===== src/rtl/nib_alu_seq_pkg.sv =====
// Shared opcodes, FSM state encoding and counter sizing for the sequential nibble ALU.
package nib_alu_pkg;

    localparam logic [3:0] OP_NOP  = 4'h0;
    localparam logic [3:0] OP_LDM  = 4'h1;
    localparam logic [3:0] OP_ADD  = 4'h2;
    localparam logic [3:0] OP_SUB  = 4'h3;
    localparam logic [3:0] OP_CLB  = 4'h4;
    localparam logic [3:0] OP_CLC  = 4'h5;
    localparam logic [3:0] OP_IAC  = 4'h6;
    localparam logic [3:0] OP_CMC  = 4'h7;
    localparam logic [3:0] OP_RAL  = 4'h8;
    localparam logic [3:0] OP_RAR  = 4'h9;
    localparam logic [3:0] OP_TCC  = 4'hA;
    localparam logic [3:0] OP_DAC  = 4'hB;
    localparam logic [3:0] OP_STC  = 4'hC;
    localparam logic [3:0] OP_DAA  = 4'hD;
    localparam logic [3:0] OP_MADD = 4'hE;
    localparam logic [3:0] OP_MSUB = 4'hF;

    typedef enum logic {
        ST_IDLE  = 1'b0,
        ST_MULTI = 1'b1
    } state_t;

    // Digit counter width; never narrower than one bit.
    function automatic int clog2(input int n);
        return (n <= 2) ? 1 : $clog2(n);
    endfunction

endpackage


===== src/rtl/nib_alu_seq_digit_unit.sv =====
// One-digit add/subtract with carry/borrow in and out.
// Decimal correction is compiled in only when NIB_ALU_BCD_EN is defined.
module nib_digit_unit #(
    parameter int DW = 4
) (
    input  logic [DW-1:0] a,
    input  logic [DW-1:0] b,
    input  logic          cin,
    input  logic          sub,
    input  logic          dec,
    output logic [DW-1:0] s,
    output logic          cout
);

    logic [DW:0] raw;

    // Bit DW of the raw result is the carry (add) or borrow (sub).
    always_comb begin
        if (sub)
            raw = {1'b0, a} - {1'b0, b} - {{DW{1'b0}}, cin};
        else
            raw = {1'b0, a} + {1'b0, b} + {{DW{1'b0}}, cin};
    end

`ifdef NIB_ALU_BCD_EN
    always_comb begin
        s    = raw[DW-1:0];
        cout = raw[DW];
        if (dec && DW == 4) begin
            if (sub) begin
                if (raw[DW])
                    s = raw[DW-1:0] + DW'(10);
            end else if (raw > (DW+1)'(9)) begin
                s    = raw[DW-1:0] - DW'(10);
                cout = 1'b1;
            end
        end
    end
`else
    logic unused_dec;
    assign unused_dec = dec;
    assign s          = raw[DW-1:0];
    assign cout       = raw[DW];
`endif

endmodule


===== src/rtl/nib_alu_seq.sv =====
// Sequential nibble ALU owning ACC/CY: 1-cycle single-digit ops, NDIG-cycle serial MADD/MSUB.
// Build option: define NIB_ALU_BCD_EN for decimal per-digit MADD/MSUB (DW==4 only).
module nib_alu_seq
    import nib_alu_pkg::*;
#(
    parameter int DW   = 4,
    parameter int NDIG = 4
) (
    input  logic               clk,
    input  logic               rst,
    input  logic               op_valid,
    output logic               op_ready,
    input  logic [3:0]         op_code,
    input  logic [DW-1:0]      opa,
    input  logic [DW*NDIG-1:0] a_vec,
    input  logic [DW*NDIG-1:0] b_vec,
    output logic               res_valid,
    output logic [DW-1:0]      acc_out,
    output logic               cy_out,
    output logic               zero_out,
    output logic [DW*NDIG-1:0] res_vec
);

    localparam int CW = clog2(NDIG);
    localparam int VW = DW * NDIG;
`ifdef NIB_ALU_BCD_EN
    localparam bit MULTI_DEC = (DW == 4);
`else
    localparam bit MULTI_DEC = 1'b0;
`endif

    state_t          state_reg;
    logic [CW-1:0]   cnt_reg;
    logic [DW-1:0]   acc_reg;
    logic            cy_reg;
    logic            zero_reg;
    logic            res_valid_reg;
    logic [VW-1:0]   res_vec_reg;
    logic [VW-1:0]   a_lat_reg;
    logic [VW-1:0]   b_lat_reg;
    logic            sub_lat_reg;
    logic            chain_reg;

    logic [DW-1:0]   du_a, du_b, du_s;
    logic            du_cin, du_sub, du_dec, du_cout;
    logic [CW-1:0]   dig_idx;
    logic [VW-1:0]   res_next;
    logic [DW-1:0]   acc_next;
    logic            cy_next, zero_upd;
    logic [DW:0]     daa_sum;
    logic            is_multi;

    assign is_multi = (op_code == OP_MADD) || (op_code == OP_MSUB);

    // Digit 0 of a multi-digit op is computed from the live inputs in the accept cycle.
    always_comb begin
        du_a   = acc_reg;
        du_b   = opa;
        du_cin = cy_reg;
        du_sub = 1'b0;
        du_dec = 1'b0;
        if (state_reg == ST_MULTI) begin
            du_a   = a_lat_reg[DW*int'(cnt_reg) +: DW];
            du_b   = b_lat_reg[DW*int'(cnt_reg) +: DW];
            du_cin = chain_reg;
            du_sub = sub_lat_reg;
            du_dec = MULTI_DEC;
        end else begin
            case (op_code)
                OP_SUB: du_sub = 1'b1;
                OP_IAC: begin du_b = DW'(1); du_cin = 1'b0; end
                OP_DAC: begin du_b = DW'(1); du_cin = 1'b0; du_sub = 1'b1; end
                OP_MADD, OP_MSUB: begin
                    du_a   = a_vec[DW-1:0];
                    du_b   = b_vec[DW-1:0];
                    du_sub = (op_code == OP_MSUB);
                    du_dec = MULTI_DEC;
                end
                default: ;
            endcase
        end
    end

    nib_digit_unit #(.DW(DW)) u_digit (
        .a    (du_a),
        .b    (du_b),
        .cin  (du_cin),
        .sub  (du_sub),
        .dec  (du_dec),
        .s    (du_s),
        .cout (du_cout)
    );

    always_comb begin
        dig_idx  = (state_reg == ST_MULTI) ? cnt_reg : '0;
        res_next = res_vec_reg;
        res_next[DW*int'(dig_idx) +: DW] = du_s;
    end

    always_comb begin
        acc_next = acc_reg;
        cy_next  = cy_reg;
        zero_upd = 1'b1;
        daa_sum  = {1'b0, acc_reg} + (DW+1)'(6);
        case (op_code)
            OP_NOP: zero_upd = 1'b0;
            OP_LDM: acc_next = opa;
            OP_ADD, OP_SUB, OP_IAC: begin acc_next = du_s; cy_next = du_cout; end
            OP_CLB: begin acc_next = '0; cy_next = 1'b0; end
            OP_CLC: cy_next = 1'b0;
            OP_CMC: cy_next = ~cy_reg;
            OP_RAL: begin acc_next = {acc_reg[DW-2:0], cy_reg}; cy_next = acc_reg[DW-1]; end
            OP_RAR: begin acc_next = {cy_reg, acc_reg[DW-1:1]}; cy_next = acc_reg[0]; end
            OP_TCC: begin acc_next = {{(DW-1){1'b0}}, cy_reg}; cy_next = 1'b0; end
            OP_DAC: begin acc_next = du_s; cy_next = ~du_cout; end
            OP_STC: cy_next = 1'b1;
            OP_DAA: begin
                if (DW == 4) begin
                    if (acc_reg > DW'(9) || cy_reg) begin
                        acc_next = daa_sum[DW-1:0];
                        if (daa_sum[DW])
                            cy_next = 1'b1;
                    end
                end else begin
                    zero_upd = 1'b0;
                end
            end
            default: zero_upd = 1'b0;
        endcase
    end

    always_ff @(posedge clk or posedge rst) begin
        if (rst) begin
            state_reg     <= ST_IDLE;
            cnt_reg       <= '0;
            acc_reg       <= '0;
            cy_reg        <= 1'b0;
            zero_reg      <= 1'b1;
            res_valid_reg <= 1'b0;
            res_vec_reg   <= '0;
            a_lat_reg     <= '0;
            b_lat_reg     <= '0;
            sub_lat_reg   <= 1'b0;
            chain_reg     <= 1'b0;
        end else begin
            res_valid_reg <= 1'b0;
            case (state_reg)
                ST_IDLE: begin
                    if (op_valid) begin
                        if (is_multi) begin
                            a_lat_reg   <= a_vec;
                            b_lat_reg   <= b_vec;
                            sub_lat_reg <= (op_code == OP_MSUB);
                            chain_reg   <= du_cout;
                            res_vec_reg <= res_next;
                            cnt_reg     <= CW'(1);
                            state_reg   <= ST_MULTI;
                        end else begin
                            acc_reg       <= acc_next;
                            cy_reg        <= cy_next;
                            res_valid_reg <= 1'b1;
                            if (zero_upd)
                                zero_reg <= (acc_next == '0);
                        end
                    end
                end
                ST_MULTI: begin
                    chain_reg   <= du_cout;
                    res_vec_reg <= res_next;
                    if (cnt_reg == CW'(NDIG-1)) begin
                        cnt_reg       <= '0;
                        state_reg     <= ST_IDLE;
                        cy_reg        <= du_cout;
                        zero_reg      <= (res_next == '0);
                        res_valid_reg <= 1'b1;
                    end else begin
                        cnt_reg <= cnt_reg + CW'(1);
                    end
                end
                default: state_reg <= ST_IDLE;
            endcase
        end
    end

    assign op_ready  = (state_reg == ST_IDLE);
    assign res_valid = res_valid_reg;
    assign acc_out   = acc_reg;
    assign cy_out    = cy_reg;
    assign zero_out  = zero_reg;
    assign res_vec   = res_vec_reg;

endmodule

===== config.mk =====
export PLATFORM = sky130hd
export DESIGN_NAME = nib_alu_seq
export DESIGN_NICKNAME = d
export VERILOG_FILES = /design/src/rtl/nib_alu_seq_pkg.sv /design/src/rtl/nib_alu_seq_digit_unit.sv /design/src/rtl/nib_alu_seq.sv
export SDC_FILE = /design/constraint.sdc
export NUM_CORES = 1
export LEC_CHECK = 0
export BUFFER_PORTS_ARGS = -buffer_cell sky130_fd_sc_hd__buf_4
export CAP_MARGIN = 20
export CORE_MARGIN = 2
export CORE_UTILIZATION = 30
export CTS_BUF_LIST = sky130_fd_sc_hd__clkbuf_8
export DETAILED_ROUTE_END_ITERATION = 8
export PLACE_DENSITY = 0.56
export RECOVER_POWER = 50
export SETUP_SLACK_MARGIN = 0.15
export SLEW_MARGIN = 20
export SYNTH_ARGS = -nofsm -noshare
export SYNTH_HDL_FRONTEND = slang
export SYNTH_SLANG_ARGS = --single-unit

===== constraint.sdc =====
create_clock -name clk -period 10.8 [get_ports clk]
set_input_delay 2.16 -clock clk [delete_from_list [all_inputs] [get_ports clk]]
set_output_delay 2.16 -clock clk [all_outputs]
set_load 0.03 [all_outputs]

# After elaboration in Yosys (flattened, before gate mapping)
# Index checks and enable logic that the tools add are counted.
# op_classes
n_addsub	7
n_lt_le_gt_ge	1
eq_ne	24
n_shift	4
mux	44
n_bitwise	4
n_reduce_logical	16
# op_table
op	n
4-bit negator with 33-bit output	1
4-bit by 33-bit variable shift with 16-bit output (first input constant)	1
4-bit by 33-bit indexed part select with 16-bit output	1
4-bit == test (second input constant)	8
16-bit two-way mux	2
16-bit case mux with 2 select lines	1
16-bit by 5-bit indexed part select with 4-bit output	2
4-bit case mux with 7 select lines	1
1-bit two-way mux	21
16-bit bitwise mux	1
4-bit by 3-bit == test with 1-bit output (second input constant)	4
16-bit zero test	1
4-bit two-way mux	4
13-bit OR reduction	1
1-bit case mux with 2 select lines	6
9-bit by 2-bit != test with 1-bit output (second input constant)	1
4-bit by 2-bit == test with 1-bit output (second input constant)	2
2-bit two-way mux	4
1-bit case mux with 8 select lines	1
4-bit case mux with 2 select lines	1
2-bit by 1-bit != test with 1-bit output (second input constant)	3
3-bit != test (second input constant)	2
3-bit AND reduction	2
6-bit AND reduction	1
other kinds (20)	28
# word_totals
ff_bits	60
in_bits	43
output_inout_bits	24
word_cells	111

# Depth between registers and ports, before layout
# Gate-level depths: netlist (run 1).
# depth
word_depth	13
mapped_depth	18
ltp_nobuf	16

# Modules after synthesis
# Synthesis (run 1) repeated with hierarchy kept, for this count alone.
# hier_totals
hier_cells	371
area_unflattened_um2	3821.2
# modules_own_cells
mod	instances	cells_each	area_each_um2
nib_alu_seq	1	330	3477.1
nib_digit_unit	1	41	344.1

# Worst setup path after synthesis (run 1)
# No wires, ideal clock.
# synth_timing
path_kind	input to register
from	in op_code[3]
to	reg cy_reg (netlist: cy_out)
setup_ps	125
t_arrival_ps	5147
required_time_ps	10675
slack_ps	5528
path_stages	16
n_path_buf	3
path_cell_list	buf_2 > buf_2 > and3_1 > buf_2 > nor2_1 > a21oi_1 > o21ai_0 > fa_1 > fa_1 > o21a_1 > nor2_1 > xnor2_1 > a21o_1 > a221oi_2 > mux2i_1 > mux2_2
# synth_between
elab_chain_cells	12
# synth_rtl
item	line_no	rtl
start, declared	nib_alu_seq.sv:13	input logic [3:0] op_code,
4-bit == test, or another cell as far along	nib_alu_seq.sv:53, nib_alu_seq.sv:69	
2-bit OR reduction, on equally long branches	n/a	
4-bit case mux with 2 select lines or 4-bit two-way mux (tied branches)	nib_alu_seq.sv:69	case (op_code)
4-bit two-way mux	nib_alu_seq.sv:62	if (state_reg == ST_MULTI) begin
4-bit by 4-bit adder with 5-bit output or 4-bit by 4-bit subtractor with 5-bit output (tied branches)	nib_alu_seq_digit_unit.sv:22, nib_alu_seq_digit_unit.sv:20	
5-bit by 1-bit adder with 5-bit output or 5-bit by 1-bit subtractor with 5-bit output (tied branches)	nib_alu_seq_digit_unit.sv:22, nib_alu_seq_digit_unit.sv:20	
5-bit two-way mux	nib_alu_seq_digit_unit.sv:19	if (sub)
1-bit NOT	nib_alu_seq.sv:115	OP_DAC: begin acc_next = du_s; cy_next = ~du_cout; end
1-bit case mux with 8 select lines	nib_alu_seq.sv:105	case (op_code)
1-bit two-way mux	nib_alu_seq.sv:150	if (is_multi) begin
1-bit two-way mux	nib_alu_seq.sv:149	if (op_valid) begin
1-bit case mux with 2 select lines	nib_alu_seq.sv:147	case (state_reg)
end signal, assigned	nib_alu_seq.sv:160	cy_reg <= cy_next;
end signal, assigned	nib_alu_seq.sv:173	cy_reg <= du_cout;
end, declared	nib_alu_seq.sv:35	logic cy_reg;
# Parallel ways exist; a longest one is shown, timed or not. The select of a mux whose other input is x is not followed.
# A chain may end at the register's enable or synchronous reset.

# Worst setup path in the final report (run 1)
# layout_timing
from	in op_code[2]
to	reg cy_reg (netlist: cy_out)
# Same word-level chain as after synthesis.

==> qor.csv, run 1 <==
stage,metric,value,unit
hold_path,holdPathStages,2,
clock_network,cts_buffer_depth,2,
logic_synthesis,syn_avg_cell_area,10.2,sq um
global_routing,grt-ovfl-total,0,
logic_synthesis,synthTopCellsByCount,"59 x dfrtp_1, 46 x nand2_1, 35 x mux2_2, 23 x o21ai_0, 21 x nor2_1",
power_and_ir_drop,p_leak,2.03,nW
layout,fill_cells,1283,
layout,antennaDiodeCount,0,
die,die_area,13800,sq um
clock_network,root_buffer,clkbuf_8,
layout,area_growth,20.8,%
layout,drive_gt1_frac,0.300,
critical_path,worstReg2RegStart,cnt_reg[0],
sta,maxSlewViolCount,61,
detailed_routing,ant_nets,0,
run_status,status,"complete, but fails checks",
logic_synthesis,ys_seq_area_frac,0.390,
die,coreArea,12600,sq um
logic_synthesis,synthFlopType,dfrtp_1,
logic_synthesis,synth_area,3850,sq um
logic_synthesis,synthMuxAreaShare,0.169,
sta,setup_tns,0,ns
sta,clock_skew,0.0149,ns
power_and_ir_drop,vdd_ir_drop_max,0.151,mV
logic_synthesis,ys_ff_latch,60,
detailed_routing,wl,10100,um
detailed_routing,vias_per_cell,5.00,
detailed_routing,post_drt_wl_per_cell,16.4,um
die,boundaryPins,67,
critical_path,arrival,5.91,ns
critical_path,slowest_delay,0.63,ns
clock_network,cts_hold_buf,0,
detailed_routing,drc,0,
clock_network,htree_levels,3,
clock_network,cts_inserted_buffers,9,
logic_synthesis,synth_top_family_by_area,compound AO/OA/AOI/OAI gates,
power_and_ir_drop,pwr-share-seq,0.290,
sta,worstMarginPinSlew,3.18,ns
clock_network,cts_resized,0,
logic_synthesis,yosysWarnings,0,
sta,hold_viol_final,0,
layout,register_area,1500,sq um
layout,fin_util,0.371,
sta,finalSetupViolCount,0,
logic_synthesis,yosys-top-cells-area,"dfrtp_1 38%, mux2_2 10%, ha_1 4.5%",
place,dp_cells,600,
critical_path,worst-path-buf-inv,1,
clock_network,clock_latency,0.33,ns
global_routing,grt_max_degree,61,
place,portBuffers,66,
power_and_ir_drop,combPwrFrac,0.553,
sta,rsz0062_at_grt,false,
global_routing,grt_use_total,0.149,
power_and_ir_drop,p_sw_frac,0.445,
hold_path,min_to,chain_reg,
critical_path,cp_top_family,adder cells,
critical_path,reg2reg_depth,12,
logic_synthesis,yosysUniqueCellTypes,70,
logic_synthesis,syn_inst,378,
sta,holdWs,0.489,ns
place,place.gp.congestion,0.867,
logic_synthesis,netlist.area_leader.share,0.383,
logic_synthesis,synth_fa_ha_area_frac,0.0662,
critical_path,cpMaxStageDelayCell,clkbuf_1,
sta,min_period,5.71,ns
critical_path,worstSetupEndpointType,flop,
hold_path,hold_path.class,flop to flop,
critical_path,worstSetupPathType,primary input to flop,
logic_synthesis,yosys.area_share.simple,0.140,
logic_synthesis,synth.most_common_cell,dfrtp_1,
logic_synthesis,synth-edff-count,0,
global_routing,grt_pass1_vias,3148,
clock_network,cts.sinks,60,
layout,fin_nets,500,
sta,fin_crit_sh,0.529,
clock_network,cts_setup_buffers,0,
clock_network,clk_pin_slew_worst_paths,0.06,ns
die,dieWidth,117,um
power_and_ir_drop,cellInternalPower,779,uW
power_and_ir_drop,p_sw,625,uW
logic_synthesis,syn-num-nets,439,
logic_synthesis,async_reset_ff_frac,1.00,
die,start_util,0.307,
detailed_routing,drt-pass1-iter-count,4,
layout,multiInputGateArea,2170,sq um
detailed_routing,vias,3081,
critical_path,cp-start-kind,primary input,
die,rows,41,
place,hpwl,7580,um
critical_path,reg2reg_setup_slack,6.75,ns
run_status,violations,"max-capacitance violations, max-slew violations",
clock_network,cts_tree,built,
global_routing,antenna_found_initial,0,
hold_path,min-delay-start,chain_reg,
logic_synthesis,synth-xor-area-share,0.0110,
power_and_ir_drop,power_density,302,nW/um^2
sta,fmax,175,MHz
job,cap_viol_max_count,1,
critical_path,r2r-end,cy_out,
power_and_ir_drop,power_frac_clock,0.158,
global_routing,grt_pass1_wl,16600,um
critical_path,cp_cell_sequence,clkbuf_1 > and3_1 > nor2_1 > a21oi_1 > o21ai_0 > fa_1 > fa_1 > o21a_1 > nor2_1 > xnor2_1 > a21o_1 > a221oi_2 > mux2i_1 > mux2_2,
sta,relSlewSlack,-1.12,
layout,final_cells,616,
critical_path,required,11.00,ns
critical_path,crit_fanout,21,
logic_synthesis,yosysTopAreaCell,dfrtp_1,
die,die_y,117,um
logic_synthesis,synth_compound_area_frac,0.178,
detailed_routing,drtIter0Drc,134,
how the worst max path moves through the flow:
| stage | from | end | slack (ns) | depth (start not counted) |
|---|---|---|---|---|
| after floorplan | op_code[3] | cy_out | 5.53 | 16 |
| after global placement | op_code[1] | cy_out | 5.41 | 14 |
| after detailed placement | op_code[1] | cy_out | 5.25 | 14 |
| after CTS | op_code[1] | cy_out | 5.57 | 14 |
| after global routing | op_code[2] | cy_out | 4.82 | 14 |
| final | op_code[2] | cy_out | 5.09 | 14 |
stage by stage:
stage | power, mW | instance area [sq um] | setup slack [ns]
final | 1.40 | 4660 | 5.09
after global routing | 1.52 | 4660 | 4.82
after CTS | 1.42 | 4700 | 5.57
after detailed placement | 1.19 | 4490 | 5.25
after global placement | 1.18 | 4490 | 5.41
after floorplan | 0.972 | 3850 | 5.53
layout make-up:
cell class	instances	area share
clock buffer	10	0.0296
clock inverter	6	0.0172
tap	172	0.0462
sequential	60	0.323
multi-input combinational	278	0.465
timing repair buffer	68	0.102
inverter	22	0.0177
power by group through the flow:
stage / Sequential, mW / Combinational [mW] / Clock (mW)
2_1_floorplan: 0.397 / 0.575 / 0
3_3_place_gp: 0.410 / 0.769 / 0
3_5_place_dp: 0.414 / 0.780 / 0
4_1_cts: 0.410 / 0.784 / 0.229
5_1_grt: 0.424 / 0.858 / 0.240
6_report: 0.407 / 0.777 / 0.221
worst register-to-register path, stage by stage (launching register included):
cell and delay [ns]:
dfrtp_1 0.77, mux4_2 0.60, nand2_1 0.10, o21ai_0 0.22
fa_1 0.57, fa_1 0.43, o21a_1 0.18, nor2_1 0.12
xnor2_1 0.08, a21o_1 0.21, a221oi_2 0.25, mux2i_1 0.11
mux2_2 0.28
logic make-up after synthesis:
kind of cell,Yosys count
simple gates,110
compound gates,95
flops,60
mux,51
buf+inv,40
fa+ha+maj,18
xor+xnor,4
layout by cell type, fill, tap and decap left out, types with 10 or more instances in the layout:
cell type,Yosys,layout
a21oi_1,16,16
buf_4,2,57
clkbuf_1,4,10
clkbuf_8,0,10
dfrtp_1,59,59
ha_1,14,14
inv_1,20,22
mux2_2,35,35
nand2_1,46,46
nor2_1,21,20
o21ai_0,23,24
metal layers:
metal,up-vias,routed length [um],share of wire,global-route usage
met5,-,0,0,0
met4,0,146,0.014,0.0407
met3,12,669,0.066,0.0467
met2,91,4630,0.46,0.231
met1,1482,4630,0.46,0.202
li1,1496,-,-,-
Note: power is estimated with default switching activity, not from simulation.
==> run 2, diff against run 1 <==
==> constraint.sdc (replaced) <==
create_clock -name clk -period 5.9 [get_ports clk]
set_input_delay 1.18 -clock clk [delete_from_list [all_inputs] [get_ports clk]]
set_output_delay 1.18 -clock clk [all_outputs]
set_load 0.03 [all_outputs]
==> qor.csv, run 2 (same netlist as run 1, synthesis figures left out) <==
stage,metric,value,unit
detailed_routing,ant_nets,0,
detailed_routing,drt-pass1-iter-count,4,
detailed_routing,vias,3080,
layout,final_cells,616,
place,hpwl,7550,um
place,portBuffers,66,
sta,maxSlewViolCount,61,
clock_network,htree_levels,3,
global_routing,grt_use_total,0.146,
detailed_routing,wl,9990,um
die,die_y,117,um
clock_network,root_buffer,clkbuf_8,
detailed_routing,drc,0,
place,place_area,4490,sq um
critical_path,worstSetupPathType,primary input to flop,
clock_network,cts_resized,0,
critical_path,cp-start-kind,primary input,
critical_path,required,6.11,ns
clock_network,cts_tree,built,
detailed_routing,drtIter0Drc,118,
clock_network,cts_hold_buf,0,
detailed_routing,top_layer,met4,
sta,setup_tns,0,ns
power_and_ir_drop,power_density,551,nW/um^2
power_and_ir_drop,vdd_ir_drop_max,0.250,mV
place,dp_cells,600,
power_and_ir_drop,total_power,2.57,mW
die,die_area,13800,sq um
die,boundaryPins,67,
detailed_routing,met3_length,546,um
global_routing,grt_pass1_wl,16200,um
clock_network,cts_setup_buffers,0,
global_routing,grt_max_degree,61,
clock_network,cts.sinks,60,
detailed_routing,post_drt_wl_per_cell,16.2,um
clock_network,clk_pin_slew_worst_paths,0.07,ns
critical_path,cpMaxStageDelayCell,fa_1,
clock_network,cts_buffer_depth,2,
layout,area_growth,21.1,%
sta,worstMarginPinSlew,3.18,ns
die,coreArea,12600,sq um
critical_path,worstSetupEndpointType,flop,
layout,antennaDiodeCount,0,
hold_path,hold_path.class,flop to flop,
die,start_util,0.307,
global_routing,grt_pass1_vias,3140,
sta,rsz0062_at_grt,false,
critical_path,cp_cell_sequence,buf_4 > and3_1 > nor2_1 > a21oi_1 > o21ai_0 > fa_1 > fa_1 > o21a_1 > nor2_1 > xnor2_1 > a21o_1 > a221oi_2 > mux2i_1 > mux2_2,
layout,layout_commonest_cell,dfrtp_1,
clock_network,cts_inserted_buffers,9,
layout,fin_nets,500,
detailed_routing,vias_per_cell,5.00,
global_routing,antenna_found_initial,0,
sta,holdWs,0.500,ns
sta,layout_setup_ws,1.71,ns
layout,mostFrequentLayoutCells,"59 x dfrtp_1, 58 x buf_4, 46 x nand2_1",
layout,final_cell_area,4670,sq um
sta,clock_skew,0.0163,ns
critical_path,crit_fanout,23,
sta,fmax,239,MHz
sta,min_period,4.19,ns
run_status,status,"complete, but fails checks",
sta,finalSetupViolCount,0,
layout,fin_util,0.371,
place,place.gp.congestion,0.854,
clock_network,clock_latency,0.34,ns
critical_path,slowest_delay,0.56,ns
run_status,violations,"max-capacitance violations, max-slew violations",
sta,hold_viol_final,0,
detailed_routing,wirelength_met1,4730,um
detailed_routing,wl_met2,4520,um
die,rows,41,
sta,fin_crit_sh,0.710,
sta,relSlewSlack,-1.12,
power_and_ir_drop,p_leak,2.03,nW
critical_path,arrival,4.40,ns
layout,drive_gt1_frac,0.302,
job,cap_viol_max_count,1,
place,pre_cts_slack,1.37,ns
die,dieWidth,117,um
global_routing,grt-ovfl-total,0,
-- run 2: cell count changes in the layout (fill, tap and decap cells not counted), sizes merged --
cell	before	now
buf	57	58
clkbuf	21	20
-- run 2: layout make-up --
cell class	instances	area, sq um
well taps	172	215
clock inverters	6	80.1
inverters	22	82.6
multi-input cells	278	2170
flip-flops and latches	60	1500
clock buffers	10	138
fillers	1284	7900
repair buffers	68	477
-- run 2: final timing paths --
path | startpoint | end | slack (ns) | cells past startpoint
hold reg to reg | a_lat_reg[1] | a_lat_reg[1] | 0.50 | 1
max in group asynchronous | rst | acc_out[0] | 2.04 | 3
setup / recovery | op_code[1] | cy_out | 1.71 | 14
setup reg to reg | cnt_reg[0] | cy_out | 1.92 | 12
min in group asynchronous | rst | a_lat_reg[14] | 2.07 | 3
hold / removal | a_lat_reg[1] | a_lat_reg[1] | 0.50 | 1
-- run 2: layer usage --
| layer | vias to the layer above | GRT usage |
|---|---|---|
| met4 | 0 | 0.0482 |
| met5 | - | 0 |
| met2 | 82 | 0.225 |
| met3 | 13 | 0.0418 |
| li1 | 1495 | - |
| met1 | 1490 | 0.199 |
-- run 2: where the power goes --
| part | switching [mW] | internal (mW) |
|---|---|---|
| Sequential | 0.177 | 0.566 |
| Combinational | 0.803 | 0.614 |
| Clock | 0.162 | 0.246 |
| Total | 1.14 | 1.43 |
-- run 2: worst max-delay path: cells and delay by family --
kind            cells  cell delay [ns]
simple gates        3             0.60
fa+ha+maj           2             0.99
mux                 2             0.37
xor+xnor            1             0.08
compound gates      5             0.93
buf+inv             1             0.24
